==> src/rtl/puf_pkg.sv <==
// puf_pkg -- shared definitions for the ring-oscillator PUF evaluation controller.
//
// Contents:
//   state_t     : evaluation sequencer states
//   CLR_CYC     : counter-clear duration in clk cycles
//   SETTLE_CYC  : post-window settle duration before the counts are sampled
//   MAJ_RUNS    : repeat count per pair when PUF_MAJORITY_EN is defined
//   pidx_w()    : width of the pair index, able to hold 0..RESP_BITS
//   tmr_w()     : width of the window timer, able to hold the longest duration
package puf_pkg;

   typedef enum logic [2:0] {
      ST_IDLE,
      ST_CLEAR,
      ST_RUN,
      ST_SETTLE,
      ST_CAPTURE,
      ST_DONE
   } state_t;

   localparam int CLR_CYC    = 2;
   localparam int SETTLE_CYC = 4;
   localparam int MAJ_RUNS   = 3;

   function automatic int pidx_w(input int resp_bits);
      return $clog2(resp_bits + 1);
   endfunction

   function automatic int tmr_w(input int win_cycles);
      int longest;
      longest = (win_cycles > SETTLE_CYC) ? win_cycles : SETTLE_CYC;
      return $clog2(longest + 1);
   endfunction

endpackage

==> src/rtl/puf_win_timer.sv <==
// puf_win_timer -- loadable down-counter with a terminal pulse.
//
// Loading N makes tc high during the N-th cycle after the load edge, so a
// state entered on the load edge lasts exactly N cycles when it leaves on tc.
//
// Ports:
//   clk      : system clock, rising edge
//   rst_n    : asynchronous reset, active-high
//   load     : load load_val on this edge (takes priority over counting)
//   load_val : duration in cycles (>= 1)
//   tc       : terminal-count pulse, high in the last cycle of the duration
module puf_win_timer #(
   parameter int W = 11
) (
   input  logic         clk,
   input  logic         rst_n,
   input  logic         load,
   input  logic [W-1:0] load_val,
   output logic         tc
);

   logic [W-1:0] cnt_reg;

   always_ff @(posedge clk or posedge rst_n) begin
      if (rst_n) begin
         cnt_reg <= '0;
      end else if (load) begin
         cnt_reg <= load_val;
      end else if (cnt_reg != '0) begin
         cnt_reg <= cnt_reg - W'(1);
      end
   end

   assign tc = (cnt_reg == W'(1));

endmodule

==> src/rtl/puf_eval_ctrl.sv <==
// puf_eval_ctrl -- evaluation sequencer for the ring-oscillator PUF.
//
// For each of RESP_BITS challenge pairs: clear the bank counters, gate the
// oscillators for WIN_CYCLES, let the counts settle, then compare them and
// shift the result into the response word (pair 0 ends up at the MSB).
//
// Build option: PUF_MAJORITY_EN -- each pair is measured MAJ_RUNS times and
// the response bit is the majority of the comparisons.
//
// Ports:
//   clk        : system clock, rising edge
//   rst_n      : asynchronous reset, active-high
//   start      : begin an evaluation (sampled only in IDLE)
//   chal_base  : base challenge, latched on an accepted start
//   count_a/b  : bank edge counts, static whenever they are sampled
//   osc_en     : oscillator gate to both banks
//   cnt_clr    : counter clear to both banks
//   chal_a/b   : bank oscillator selects for the current pair
//   busy       : evaluation in progress
//   resp       : response word, updated on resp_valid
//   resp_valid : one-cycle pulse when resp updates
//   tie_seen   : some comparison in the current/last evaluation was equal
module puf_eval_ctrl
   import puf_pkg::*;
#(
   parameter int CNT_W      = 16,
   parameter int CHAL_W     = 4,
   parameter int RESP_BITS  = 8,
   parameter int WIN_CYCLES = 1024
) (
   input  logic                 clk,
   input  logic                 rst_n,
   input  logic                 start,
   input  logic [CHAL_W-1:0]    chal_base,
   input  logic [CNT_W-1:0]     count_a,
   input  logic [CNT_W-1:0]     count_b,
   output logic                 osc_en,
   output logic                 cnt_clr,
   output logic [CHAL_W-1:0]    chal_a,
   output logic [CHAL_W-1:0]    chal_b,
   output logic                 busy,
   output logic [RESP_BITS-1:0] resp,
   output logic                 resp_valid,
   output logic                 tie_seen
);

   localparam int IW = pidx_w(RESP_BITS);
   localparam int TW = tmr_w(WIN_CYCLES);

   state_t                state_reg;
   logic [IW-1:0]         pair_reg;
   logic [RESP_BITS-1:0]  resp_sr_reg;
   logic [RESP_BITS-1:0]  resp_reg;
   logic [CHAL_W-1:0]     chal_a_reg;
   logic [CHAL_W-1:0]     chal_b_reg;
   logic                  osc_en_reg;
   logic                  cnt_clr_reg;
   logic                  busy_reg;
   logic                  resp_valid_reg;
   logic                  tie_seen_reg;

`ifdef PUF_MAJORITY_EN
   logic [1:0]            rep_reg;    // run index within the current pair
   logic [1:0]            ones_reg;   // a>b results from earlier runs of the pair
   logic [1:0]            votes;
`endif

   logic                  tmr_load;
   logic [TW-1:0]         tmr_val;
   logic                  tmr_tc;

   logic                  cmp_gt;
   logic                  cmp_eq;
   logic                  pair_done;    // this capture finishes the current pair
   logic                  pair_bit;     // response bit for the current pair
   logic                  last_capture; // this capture finishes the evaluation

   puf_win_timer #(
      .W        (TW)
   ) u_win_timer (
      .clk      (clk),
      .rst_n    (rst_n),
      .load     (tmr_load),
      .load_val (tmr_val),
      .tc       (tmr_tc)
   );

   // Counts are only looked at in CAPTURE, after SETTLE, so they are static.
   assign cmp_gt = (count_a > count_b);
   assign cmp_eq = (count_a == count_b);

   always_comb begin
`ifdef PUF_MAJORITY_EN
      votes     = ones_reg + {1'b0, cmp_gt};
      pair_done = (rep_reg == 2'(MAJ_RUNS - 1));
      pair_bit  = votes[1];   // at least 2 of 3 runs said a>b
`else
      pair_done = 1'b1;
      pair_bit  = cmp_gt;
`endif
      last_capture = pair_done && (pair_reg == IW'(RESP_BITS - 1));
   end

   // Timer is loaded on the same edge that enters the timed state.
   always_comb begin
      tmr_load = 1'b0;
      tmr_val  = '0;
      case (state_reg)
         ST_IDLE: begin
            if (start) begin
               tmr_load = 1'b1;
               tmr_val  = TW'(CLR_CYC);
            end
         end
         ST_CLEAR: begin
            if (tmr_tc) begin
               tmr_load = 1'b1;
               tmr_val  = TW'(WIN_CYCLES);
            end
         end
         ST_RUN: begin
            if (tmr_tc) begin
               tmr_load = 1'b1;
               tmr_val  = TW'(SETTLE_CYC);
            end
         end
         ST_CAPTURE: begin
            if (!last_capture) begin
               tmr_load = 1'b1;
               tmr_val  = TW'(CLR_CYC);
            end
         end
         default: begin
         end
      endcase
   end

   always_ff @(posedge clk or posedge rst_n) begin
      if (rst_n) begin
         state_reg      <= ST_IDLE;
         pair_reg       <= '0;
         resp_sr_reg    <= '0;
         resp_reg       <= '0;
         chal_a_reg     <= '0;
         chal_b_reg     <= '0;
         osc_en_reg     <= 1'b0;
         cnt_clr_reg    <= 1'b0;
         busy_reg       <= 1'b0;
         resp_valid_reg <= 1'b0;
         tie_seen_reg   <= 1'b0;
`ifdef PUF_MAJORITY_EN
         rep_reg        <= '0;
         ones_reg       <= '0;
`endif
      end else begin
         resp_valid_reg <= 1'b0;
         case (state_reg)
            ST_IDLE: begin
               if (start) begin
                  state_reg    <= ST_CLEAR;
                  cnt_clr_reg  <= 1'b1;
                  busy_reg     <= 1'b1;
                  chal_a_reg   <= chal_base;
                  chal_b_reg   <= chal_base + CHAL_W'(1);
                  pair_reg     <= '0;
                  resp_sr_reg  <= '0;
                  tie_seen_reg <= 1'b0;
`ifdef PUF_MAJORITY_EN
                  rep_reg      <= '0;
                  ones_reg     <= '0;
`endif
               end
            end
            ST_CLEAR: begin
               if (tmr_tc) begin
                  state_reg   <= ST_RUN;
                  cnt_clr_reg <= 1'b0;
                  osc_en_reg  <= 1'b1;
               end
            end
            ST_RUN: begin
               if (tmr_tc) begin
                  state_reg  <= ST_SETTLE;
                  osc_en_reg <= 1'b0;
               end
            end
            ST_SETTLE: begin
               if (tmr_tc) begin
                  state_reg <= ST_CAPTURE;
               end
            end
            ST_CAPTURE: begin
               if (cmp_eq) begin
                  tie_seen_reg <= 1'b1;
               end
`ifdef PUF_MAJORITY_EN
               if (pair_done) begin
                  rep_reg  <= '0;
                  ones_reg <= '0;
               end else begin
                  rep_reg  <= rep_reg + 2'd1;
                  ones_reg <= votes;
               end
`endif
               if (pair_done) begin
                  resp_sr_reg <= (resp_sr_reg << 1) | RESP_BITS'(pair_bit);
                  pair_reg    <= pair_reg + IW'(1);
               end
               if (last_capture) begin
                  state_reg <= ST_DONE;
               end else begin
                  state_reg   <= ST_CLEAR;
                  cnt_clr_reg <= 1'b1;
                  // Selects move to the next pair only once the pair is finished.
                  if (pair_done) begin
                     chal_a_reg <= chal_a_reg + CHAL_W'(2);
                     chal_b_reg <= chal_b_reg + CHAL_W'(2);
                  end
               end
            end
            ST_DONE: begin
               state_reg      <= ST_IDLE;
               resp_reg       <= resp_sr_reg;
               resp_valid_reg <= 1'b1;
               busy_reg       <= 1'b0;
            end
            default: begin
               state_reg <= ST_IDLE;
            end
         endcase
      end
   end

   assign osc_en     = osc_en_reg;
   assign cnt_clr    = cnt_clr_reg;
   assign chal_a     = chal_a_reg;
   assign chal_b     = chal_b_reg;
   assign busy       = busy_reg;
   assign resp       = resp_reg;
   assign resp_valid = resp_valid_reg;
   assign tie_seen   = tie_seen_reg;

endmodule

==> config.mk <==
export PLATFORM = sky130hd
export DESIGN_NAME = puf_eval_ctrl
export DESIGN_NICKNAME = d
export VERILOG_FILES = /design/src/rtl/puf_pkg.sv /design/src/rtl/puf_win_timer.sv /design/src/rtl/puf_eval_ctrl.sv
export SDC_FILE = /design/constraint.sdc
export NUM_CORES = 1
export LEC_CHECK = 0
export ABC_CLOCK_PERIOD_IN_PS = 1900
export CAP_MARGIN = 20
export CORE_AREA = 10 10 87 89
export DETAILED_ROUTE_END_ITERATION = 7
export DIE_AREA = 0 0 97 99
export PLACE_DENSITY = 0.8
export SETUP_SLACK_MARGIN = 0.1
export SLEW_MARGIN = 40
export SYNTH_ARGS = -nofsm -noshare
export SYNTH_HDL_FRONTEND = slang
export SYNTH_SLANG_ARGS = --single-unit
==> constraint.sdc <==
create_clock -name clk -period 1.9 [get_ports clk]
set_input_delay 0.19 -clock clk [delete_from_list [all_inputs] [get_ports clk]]
set_output_delay 0.19 -clock clk [all_outputs]
set_load 0.05 [all_outputs]
==> qor.yml, run 1 <==
outcome:
  status: "finished with violations"
  violations: "negative setup slack"
hold_path:
  hp-class: "in2async"
timing:
  worst_pin_slew_ns: 0.548
  layout_min_cycle_time_ns: 1.93
  fin_skew_ns: 0.00828
  finalSetupViolCount: 10
  rsz0062_at_grt: "true"
  slew_headroom: 0.633
  drv_slew: 0
  timing.final.ws_setup_ns: -0.0303
  fin_crit_sh: 1.02
  clock.fmax_ghz: 0.518
  hold_viol_final: 0
  hold_slack_ns: 0.184
cts:
  cts_tree: "done"
  h-tree-depth: 2
  cts_buffer_depth: 2
  cts_hold_buf: 0
  clkLatencyLatePin_ns: 0.30
  clockRootBuffer: "clkbuf_8"
  path_clk_slew_ns: 0.09
  cts_sinks: 47
  numCtsBuffers: 5
logic_synthesis:
  yosysUniqueCellTypes: 40
  async_reset_ff_frac: 1.00
  synth_top_family_by_area: "simple AND/OR/NAND/NOR gates"
  synth_ff_type: "dfrtp_1"
  synth_edf_count: 0
  synth.area.mux_share: 0.0385
  synth_area_leaders: "dfrtp_1 45%, ha_1 11%, nand2_1 4.0%"
  synth_common_cells: "47 x dfrtp_1, 28 x nand2_1, 23 x ha_1, 23 x inv_1, 23 x nor2_1"
  synth-compound-area-share: 0.130
  post-synth-top-count-cell: "dfrtp_1"
  synth.ff_latch_count: 47
  synth_area_leader_cell: "dfrtp_1"
  ys_seq_area_frac: 0.453
  syn_nets: 328
  ys_warn_count: 0
  netlist_area_sq_um: 2600
  syn_inst: 266
  synthXorXnorAreaFrac: 0.0438
  postSynthAreaPerCell_sq_um: 9.77
  synthAdderAreaFrac: 0.111
  synth-simple-area-share: 0.177
  synth_top_area_frac: 0.453
global_route:
  grt_overflow_total: 0
  grt_pass1_wl_mm: 10.6
  grt_usage: 0.128
  antenna_found_initial: 0
  grt_max_degree: 31
  grt_pass1_vias: 2346
critical_path:
  start_kind: "register"
  ff2ff_path_depth: 5
  critical_path_arrival_ns: 2.13
  cp_data_required_time_ns: 2.10
  crit-reg2reg-capture: "u_win_timer.cnt_reg[4]"
  critPathMaxFanout: 5
  path_class: "reg2reg"
  r2r_slack_ns: -0.03
  rr_startpoint: "u_win_timer.cnt_reg[7]"
  cp-end-kind: "register"
drt:
  wirelength_mm: 6.43
  wl_per_cell_microns: 15.1
  drt-initial-drc-count: 77
  first_pass_iters: 4
  ant_nets: 0
  num_vias: 2247
  drc: 0
  viasPerCell: 5.26
job:
  drv_cap: 0
power:
  seqPwrFrac: 0.363
  power.internal_uw: 2440
  combPwrFrac: 0.454
  power_leakage_uw: 0.00172
  vdd.ir_drop.worst_mv: 0.899
  power_uw: 4050
  power_frac_clock: 0.183
  p_sw_uw: 1610
  swShare: 0.397
  power.density_nw_per_um2: 1100
final_layout:
  syn2layout_area_growth_pct: 41.8
  largest_reg_flops: 11
  n_antenna_cell: 0
  finalNetCount: 413
  drive_gt1_frac: 0.190
placed_design:
  hpwl_mm: 4.98
  globalplace.congestion: 0.778
  port_buffers: 59
  pre_cts_slack_ns: -0.202
floorplan:
  core_area_sq_um: 5850
  start_util: 0.444
  rows: 28
  die_h_microns: 99
  dieArea_sq_um: 9600
  die_w_microns: 97
  io_pins: 60
-- worst max-delay path by stage --
stage	start	to	slack, ns	cells past startpoint
6_report	u_win_timer.cnt_reg[7]	u_win_timer.cnt_reg[4]	-0.03	5
5_1_grt	u_win_timer.cnt_reg[7]	u_win_timer.cnt_reg[9]	-0.09	5
4_1_cts	u_win_timer.cnt_reg[5]	u_win_timer.cnt_reg[2]	-0.03	5
3_5_place_dp	count_b[5]	resp_sr_reg[0]	-0.20	7
3_3_place_gp	count_b[7]	resp_sr_reg[0]	-0.1	7
2_1_floorplan	u_win_timer.cnt_reg[8]	u_win_timer.cnt_reg[10]	-0.03	6
-- timing repair --
action                                  CTS  global route
endpoints found under the setup margin   15            22
setup buffers                             0             0
resized for setup                         5            17
endpoints found under the hold margin     0             0
pin swaps                                 4             7
-- stage by stage --
stage | utilization | cells | cell area, sq um | setup TNS, ns
5_1_grt | 0.629 | 427 | 3680 | -0.891
4_1_cts | 0.616 | 427 | 3610 | -0.180
6_report | 0.629 | 427 | 3680 | -0.212
2_1_floorplan | - | 266 | 2600 | -0.0296
3_5_place_dp | 0.593 | 419 | 3470 | -0.686
3_3_place_gp | 0.593 | 419 | 3470 | -0.482
-- worst max-delay path, cell delays in order (launching register included) --
cell,delay [ns]
dfrtp_1,0.39
or4_4,0.55
or4_4,0.58
nand2_4,0.12
buf_4,0.14
nor2_1,0.05
-- power by group through the flow --
stage | combinational [uW] | clock, uW | sequential, uW
6_report | 1840 | 742 | 1470
5_1_grt | 1990 | 796 | 1500
4_1_cts | 1810 | 761 | 1460
3_5_place_dp | 1770 | 0 | 1480
3_3_place_gp | 1720 | 0 | 1470
2_1_floorplan | 691 | 0 | 1830
-- cells by family after synthesis --
group                    Yosys count
AO/OA/AOI/OAI                     52
XOR/XNOR                          13
adder cells (fa/ha/maj)           23
buffers and inverters             31
flip-flops                        47
multiplexers                       9
AND/OR/NAND/NOR                   91
-- per-layer routing --
metal / GRT usage / part of all wire
met1: 0.142 / 0.42
met4: 0.0352 / 0.0096
met5: 0 / 0
met3: 0.0496 / 0.070
met2: 0.224 / 0.50
-- layout make-up --
class	count	area [sq um]
tap	75	93.8
clock buffer	5	68.8
multi-input combinational	188	1400
sequential	47	1180
clock inverter	3	43.8
fill	492	2170
timing repair buffer	86	813
inverter	23	86.3
-- cell usage in the layout, fill, tap and decap left out, drive strengths merged, types with 2 or more instances in the layout --
cell	n
nor2b	2
clkdlybuf4s50	59
or3	2
clkbuf	5
nor3b	3
clkinv	2
nor4	4
buf	27
ha	23
xor2	5
nor3	5
mux2	8
a22o	10
a21oi	13
nand2	29
inv	23
or4	4
nand4	6
a21o	2
nor2	24
a2111oi	2
nand3	6
dfrtp	47
o21a	2
nand3b	2
xnor2	8
o211ai	2
o21ai	15
No activity file was read; power rests on OpenSTA's default activity.
==> inputs of run 2 (changes only) <==
--- a/config.mk
+++ b/config.mk
@@ -7,10 +7,10 @@
 export LEC_CHECK = 0
 export ABC_CLOCK_PERIOD_IN_PS = 1900
 export CAP_MARGIN = 20
-export CORE_AREA = 10 10 87 89
+export CORE_AREA = 10 10 95 97
 export DETAILED_ROUTE_END_ITERATION = 7
-export DIE_AREA = 0 0 97 99
-export PLACE_DENSITY = 0.8
+export DIE_AREA = 0 0 105 107
+export PLACE_DENSITY = 0.69
 export SETUP_SLACK_MARGIN = 0.1
 export SLEW_MARGIN = 40
 export SYNTH_ARGS = -nofsm -noshare
==> run 2 against run 1 <==
The run still ends with negative setup slack left. Sequential share of layout area down 1.2 points. Clock power increased by 2%. Clock skew decreased by 0.0026 ns. Count of clock-buffer cells in the layout unchanged. Final cell count rose by 6.8%. Critical path depth rose by 2. First-iteration DRC count rose by 14%. Flip-flop and latch count stayed put. Critical endpoint is now u_win_timer.cnt_reg[7]. Largest power group unchanged.
==> qor.yml, run 2 (synthesis gave the netlist of run 1 again) <==
drt:
  viasPerCell: 4.98  # -5.4%
  first_pass_iters: 4  # unchanged
  drt-initial-drc-count: 88  # +14%
  ant_nets: 0  # unchanged
  num_vias: 2270  # +1.0%
  wl_per_cell_microns: 14.4  # -4.3%
  drc: 0  # unchanged
  wirelength_mm: 6.58  # +2.2%
global_route:
  grt_pass1_wl_mm: 10.8  # +1.9%
  grt_overflow_total: 0  # unchanged
  grt_max_degree: 31  # unchanged
  antenna_found_initial: 0  # unchanged
  grt_pass1_vias: 2349  # +0.13%
  grt_usage: 0.114  # -0.0144
timing:
  clock.fmax_ghz: 0.512  # -1.2%
  fin_skew_ns: 0.00572  # -0.00256 ns
  finalSetupViolCount: 8  # -2
  slew_headroom: 0.642  # +0.00837
  layout_min_cycle_time_ns: 1.95  # +0.0236 ns
  hold_viol_final: 0  # unchanged
  worst_pin_slew_ns: 0.536  # -0.0125 ns
  fin_crit_sh: 1.03  # +0.0124
  drv_slew: 0  # unchanged
  timing.final.ws_setup_ns: -0.0539  # -0.0236 ns
  rsz0062_at_grt: "true"
critical_path:
  cp_data_required_time_ns: 2.10  # about the same
  critical_path_arrival_ns: 2.15  # +0.02 ns
  cp-end-kind: "register"
  path_class: "reg2reg"
  start_kind: "register"
  critPathMaxFanout: 3  # -2
power:
  power.density_nw_per_um2: 1120  # +1.6%
  p_sw_uw: 1700  # +5.9%
  combPwrFrac: 0.477  # +0.023
  swShare: 0.399  # +0.00177
  vdd.ir_drop.worst_mv: 0.396  # -56%
  seqPwrFrac: 0.345  # -0.018
  power_frac_clock: 0.178  # -0.005
  power.internal_uw: 2570  # +5.1%
  power_leakage_uw: 0.00176  # +2.4%
floorplan:
  dieArea_sq_um: 11200  # +17%
  io_pins: 60  # unchanged
  die_w_microns: 105  # +8.2%
  core_area_sq_um: 7140  # +22%
  die_h_microns: 107  # +8.1%
  start_util: 0.364  # -0.0800
  rows: 31  # +11%
final_layout:
  drive_gt1_frac: 0.218  # +0.0281
  multi_input_area_sq_um: 1450  # +3.4%
  final_common_cell: "clkdlybuf4s50_1"
  mostFrequentLayoutCells: "59 x clkdlybuf4s50_1, 46 x dfrtp_1, 26 x buf_4"
  stdcell_count: 456  # +6.8%
  n_antenna_cell: 0  # unchanged
  design_area_sq_um: 3820  # +3.7%
  n_fill_cell: 662  # +35%
  finalNetCount: 418  # +1.2%
  regArea_sq_um: 1180  # -0.11%
  largest_reg_flops: 11  # unchanged
  syn2layout_area_growth_pct: 47.1
  utilization: 0.535  # -0.0941
cts:
  numCtsBuffers: 5  # unchanged
  h-tree-depth: 2  # unchanged
  path_clk_slew_ns: 0.09  # about the same
  cts_buffer_depth: 2  # unchanged
  cts_tree: "done"
  clkLatencyLatePin_ns: 0.31  # about the same
  clockRootBuffer: "clkbuf_8"
  cts_sinks: 47  # unchanged
outcome:
  status: "finished with violations"
  violations: "negative setup slack"
placed_design:
  placed_cell_area_sq_um: 3520  # +1.4%
  globalplace.congestion: 0.796  # +2.4%
  port_buffers: 59  # unchanged
  dp.cells: 444  # +6.0%
  hpwl_mm: 4.98  # about the same
job:
  drv_cap: 0  # unchanged
hold_path:
  hp-class: "in2async"
[run 2: cell count changes in the layout (fill, tap and decap cells not counted), sizes merged]
cell    before  now
clkinv       2    1
buf         27   32
inv         23   24
[run 2: area by class of cell]
class	count	area share
Timing Repair Buffer	91	0.228
Multi-Input combinational cell	188	0.378
Clock inverter	3	0.0124
Clock buffer	5	0.0180
Inverter	23	0.0226
Tap cell	99	0.0324
Sequential cell	47	0.308
[run 2: per-layer routing]
metal / share of wire / up-vias / global-route usage
met5: 0 / - / 0
met3: 0.078 / 9 / 0.0455
met2: 0.50 / 67 / 0.197
met4: 0.012 / 0 / 0.0353
met1: 0.41 / 1086 / 0.126
li1: - / 1108 / -
[run 2: timing repair]
action                     in CTS  in global routing
pin swaps                       8                 12
gates resized for setup        15                 20
hold buffers                    0                  0
buffers inserted                1                  3
setup endpoints to repair      16                 21
[run 2: metrics by stage]
step	total power, uW	TNS [ns]	hold slack, ns	setup WS (ns)
2_1_floorplan	2520	-0.0296	0.295	-0.0296
3_3_place_gp	3200	-0.709	0.461	-0.119
3_5_place_dp	3260	-0.587	0.472	-0.140
4_1_cts	4140	-0.113	0.183	-0.0233
5_1_grt	4540	-0.691	0.200	-0.0784
6_report	4270	-0.297	0.183	-0.0539
[run 2: power groups by stage]
stage / Sequential (uW) / Clock (uW) / Combinational [uW]
after CTS: 1460 / 793 / 1880
after global placement: 1470 / 0 / 1730
after detailed placement: 1480 / 0 / 1780
after floorplan: 1830 / 0 / 691
after global routing: 1510 / 820 / 2210
final: 1470 / 759 / 2040
[run 2: worst paths after layout]
check	slack [ns]	cells after the start	from	to
hold reg to reg	0.49	2	busy	busy
min in group clk	0.49	2	busy	busy
max in group asynchronous	1.20	3	rst_n	u_win_timer.cnt_reg[0]
hold / removal	0.18	2	rst_n	resp_sr_reg[6]
setup reg to reg	-0.05	7	u_win_timer.cnt_reg[1]	u_win_timer.cnt_reg[7]
setup / recovery	-0.05	7	u_win_timer.cnt_reg[1]	u_win_timer.cnt_reg[7]
[run 2: worst max-delay path, cell delays in order, from the launching register on]
cell      delay [ns]
dfrtp_1         0.40
buf_4           0.14
or4_1           0.50
a311oi_1        0.29
buf_4           0.18
nand2_1         0.08
xor2_2          0.20
nor2_4          0.05
==> inputs of run 3 (changes only) <==
--- a/config.mk
+++ b/config.mk
@@ -11,6 +11,7 @@
 export DETAILED_ROUTE_END_ITERATION = 7
 export DIE_AREA = 0 0 105 107
 export PLACE_DENSITY = 0.69
+export REMOVE_ABC_BUFFERS = 1
 export SETUP_SLACK_MARGIN = 0.1
 export SLEW_MARGIN = 40
 export SYNTH_ARGS = -nofsm -noshare
==> run 3 against run 2 <==
The run still ends with negative setup slack left. Clock skew grew 0.011 ns. Maximum frequency is 1.4% higher. Clock power is 1% lower. Register-to-register slack better by 0.03 ns. Flip-flop and latch count stayed put. Sequential power fell by 3%. Die area unchanged. Setup slack improved by 0.027 ns. Sequential share of layout area down 0.76 points. Final cell count up 2.2%. Cell area up 2.4%. Global-route usage grew 0.30 points. Largest cell class unchanged. Largest power group unchanged. Highest routed layer unchanged.
==> qor.yml, run 3 (synthesis gave the netlist of run 1 again) <==
timing:
  timing.final.ws_setup_ns: -0.0271  # +0.0268 ns
  drv_slew: 0  # unchanged
  hold_slack_ns: 0.226  # +0.0430 ns
  slew_headroom: 0.614  # -0.0271
  clock.fmax_ghz: 0.519  # +1.4%
  fin_crit_sh: 1.01  # -0.0141
  rsz0062_at_grt: "true"
  fin_skew_ns: 0.0164  # +0.0107 ns
  finalSetupViolCount: 10  # +2
  hold_viol_final: 0  # unchanged
  layout_min_cycle_time_ns: 1.93  # -0.0268 ns
  worst_pin_slew_ns: 0.578  # +0.0423 ns
global_route:
  grt_busiest_layer: "met2"
  met3_usage: 0.0503  # +0.00479
  grt_max_degree: 48  # +55%
  grt_overflow_total: 0  # unchanged
  antenna_found_initial: 0  # unchanged
  grt_pass1_vias: 2422  # +3.1%
  grt_pass1_wl_mm: 11.0  # +1.9%
  grt_use_met2: 0.203  # +0.00537
  use_met1: 0.129  # +0.00264
  grt_usage: 0.117  # +0.00295
final_layout:
  final_common_cell: "clkdlybuf4s50_1"
  n_antenna_cell: 0  # unchanged
  utilization: 0.548  # +0.0130
  finalNetCount: 428  # +2.4%
  mostFrequentLayoutCells: "59 x clkdlybuf4s50_1, 47 x dfrtp_1, 38 x buf_4"
  syn2layout_area_growth_pct: 50.6
  largest_reg_flops: 11  # unchanged
  drive_gt1_frac: 0.253  # +0.0349
floorplan:
  core_area_sq_um: 7140  # unchanged
  io_pins: 60  # unchanged
  die_h_microns: 107  # unchanged
  dieArea_sq_um: 11200  # unchanged
  rows: 31  # unchanged
  die_w_microns: 105  # unchanged
  start_util: 0.364  # unchanged
placed_design:
  port_buffers: 59  # unchanged
  pre_cts_slack_ns: -0.143  # -0.00257 ns
  globalplace.congestion: 0.779  # -2.2%
  hpwl_mm: 5.06  # +1.6%
drt:
  drt-initial-drc-count: 62  # -30%
  wl_per_cell_microns: 14.2  # -1.6%
  num_vias: 2249  # -0.93%
  drc: 0  # unchanged
  viasPerCell: 4.83  # -3.1%
  wirelength_mm: 6.61  # +0.56%
  ant_nets: 0  # unchanged
  first_pass_iters: 4  # unchanged
power:
  vdd.ir_drop.worst_mv: 0.391  # -1.4%
  power_uw: 4330  # +1.4%
  swShare: 0.398  # about the same
  combPwrFrac: 0.496  # +0.019
  power.density_nw_per_um2: 1110  # -1.0%
  power_leakage_uw: 0.00181  # +2.8%
  p_sw_uw: 1720  # +1.3%
  power.internal_uw: 2600  # +1.4%
  power_frac_clock: 0.173  # -0.005
  seqPwrFrac: 0.331  # -0.014
critical_path:
  r2r_slack_ns: -0.03  # +0.03 ns
  start_kind: "register"
  crit-reg2reg-capture: "u_win_timer.cnt_reg[9]"
  rr_startpoint: "u_win_timer.cnt_reg[1]"
  path_class: "reg2reg"
  cp_data_required_time_ns: 2.09  # about the same
  ff2ff_path_depth: 7  # unchanged
  crit_chain: "inv_2 > ha_4 > or4b_4 > or4_4 > nand2_4 > buf_12 > nor2_1"
  slowest_stage: "or4b_4"
  crit_family: "simple AND/OR/NAND/NOR gates"
  critPathMaxFanout: 6  # +3
  max_stage_delay_ns: 0.46  # -0.04 ns
  critPathBufInv: 2  # unchanged
  critical_path_arrival_ns: 2.12  # -0.03 ns
  cp-end-kind: "register"
cts:
  numCtsBuffers: 5  # unchanged
  clkLatencyLatePin_ns: 0.30  # about the same
  h-tree-depth: 2  # unchanged
  cts_buffer_depth: 2  # unchanged
  cts_sinks: 47  # unchanged
  path_clk_slew_ns: 0.10  # about the same
  clockRootBuffer: "clkbuf_8"
  cts_hold_buf: 0  # unchanged
  cts_tree: "done"
outcome:
  status: "finished with violations"
  violations: "negative setup slack"
job:
  drv_cap: 0  # unchanged
hold_path:
  hp-class: "in2async"
-- run 3: metal layers --
metal,wire [microns],vias up
met1,2830,1070
li1,-,1128
met2,3260,45
met5,0,-
met4,61,0
met3,461,6
-- run 3: worst register-to-register path, delay by kind of cell, from the launching register on --
kind          cells  cell delay, ns
fa+ha+maj         1            0.12
buf+inv           2            0.21
flops             1            0.40
simple gates      4            1.08
-- run 3: final cells by class --
class                      count  area (sq um)
clock buffer                   5          68.8
clock inverter                 3          46.3
fill                         649          3220
inverter                      23          86.3
multi-input combinational    188          1470
sequential                    47          1180
tap                           99           124
timing repair buffer         101           938
-- run 3: what timing repair did --
item                                    4_1_cts  5_1_grt
pin swaps                                    11       12
endpoints found under the setup margin       16       18
gates resized for setup                      14       27
buffers inserted                              3        4
-- run 3: how the worst max path moves through the flow --
stage          slack, ns                    from  cells after the start                 endpoint
5_1_grt            -0.11  u_win_timer.cnt_reg[1]                      8   u_win_timer.cnt_reg[2]
6_report           -0.03  u_win_timer.cnt_reg[1]                      7   u_win_timer.cnt_reg[9]
2_1_floorplan      -0.57            state_reg[2]                      5   u_win_timer.cnt_reg[2]
3_5_place_dp       -0.14  u_win_timer.cnt_reg[1]                      7   u_win_timer.cnt_reg[2]
3_3_place_gp       -0.27                   start                      6  u_win_timer.cnt_reg[10]
4_1_cts           -0.005  u_win_timer.cnt_reg[8]                      5   u_win_timer.cnt_reg[7]
-- run 3: stage by stage --
| step | cell area [sq um] | setup TNS [ns] | std cells |
|---|---|---|---|
| 2_1_floorplan | 2560 | -10.99 | 258 |
| 3_3_place_gp | 3570 | -2.97 | 451 |
| 3_5_place_dp | 3570 | -1.53 | 451 |
| 4_1_cts | 3760 | -0.0130 | 462 |
| 5_1_grt | 3910 | -0.870 | 466 |
| 6_report | 3910 | -0.124 | 466 |
-- run 3: power groups by stage --
stage,clock network [uW],logic [uW],registers (uW)
4_1_cts,765,1980,1430
6_report,748,2150,1430
3_3_place_gp,0,1840,1430
3_5_place_dp,0,1880,1440
5_1_grt,810,2340,1460
2_1_floorplan,0,650,1840
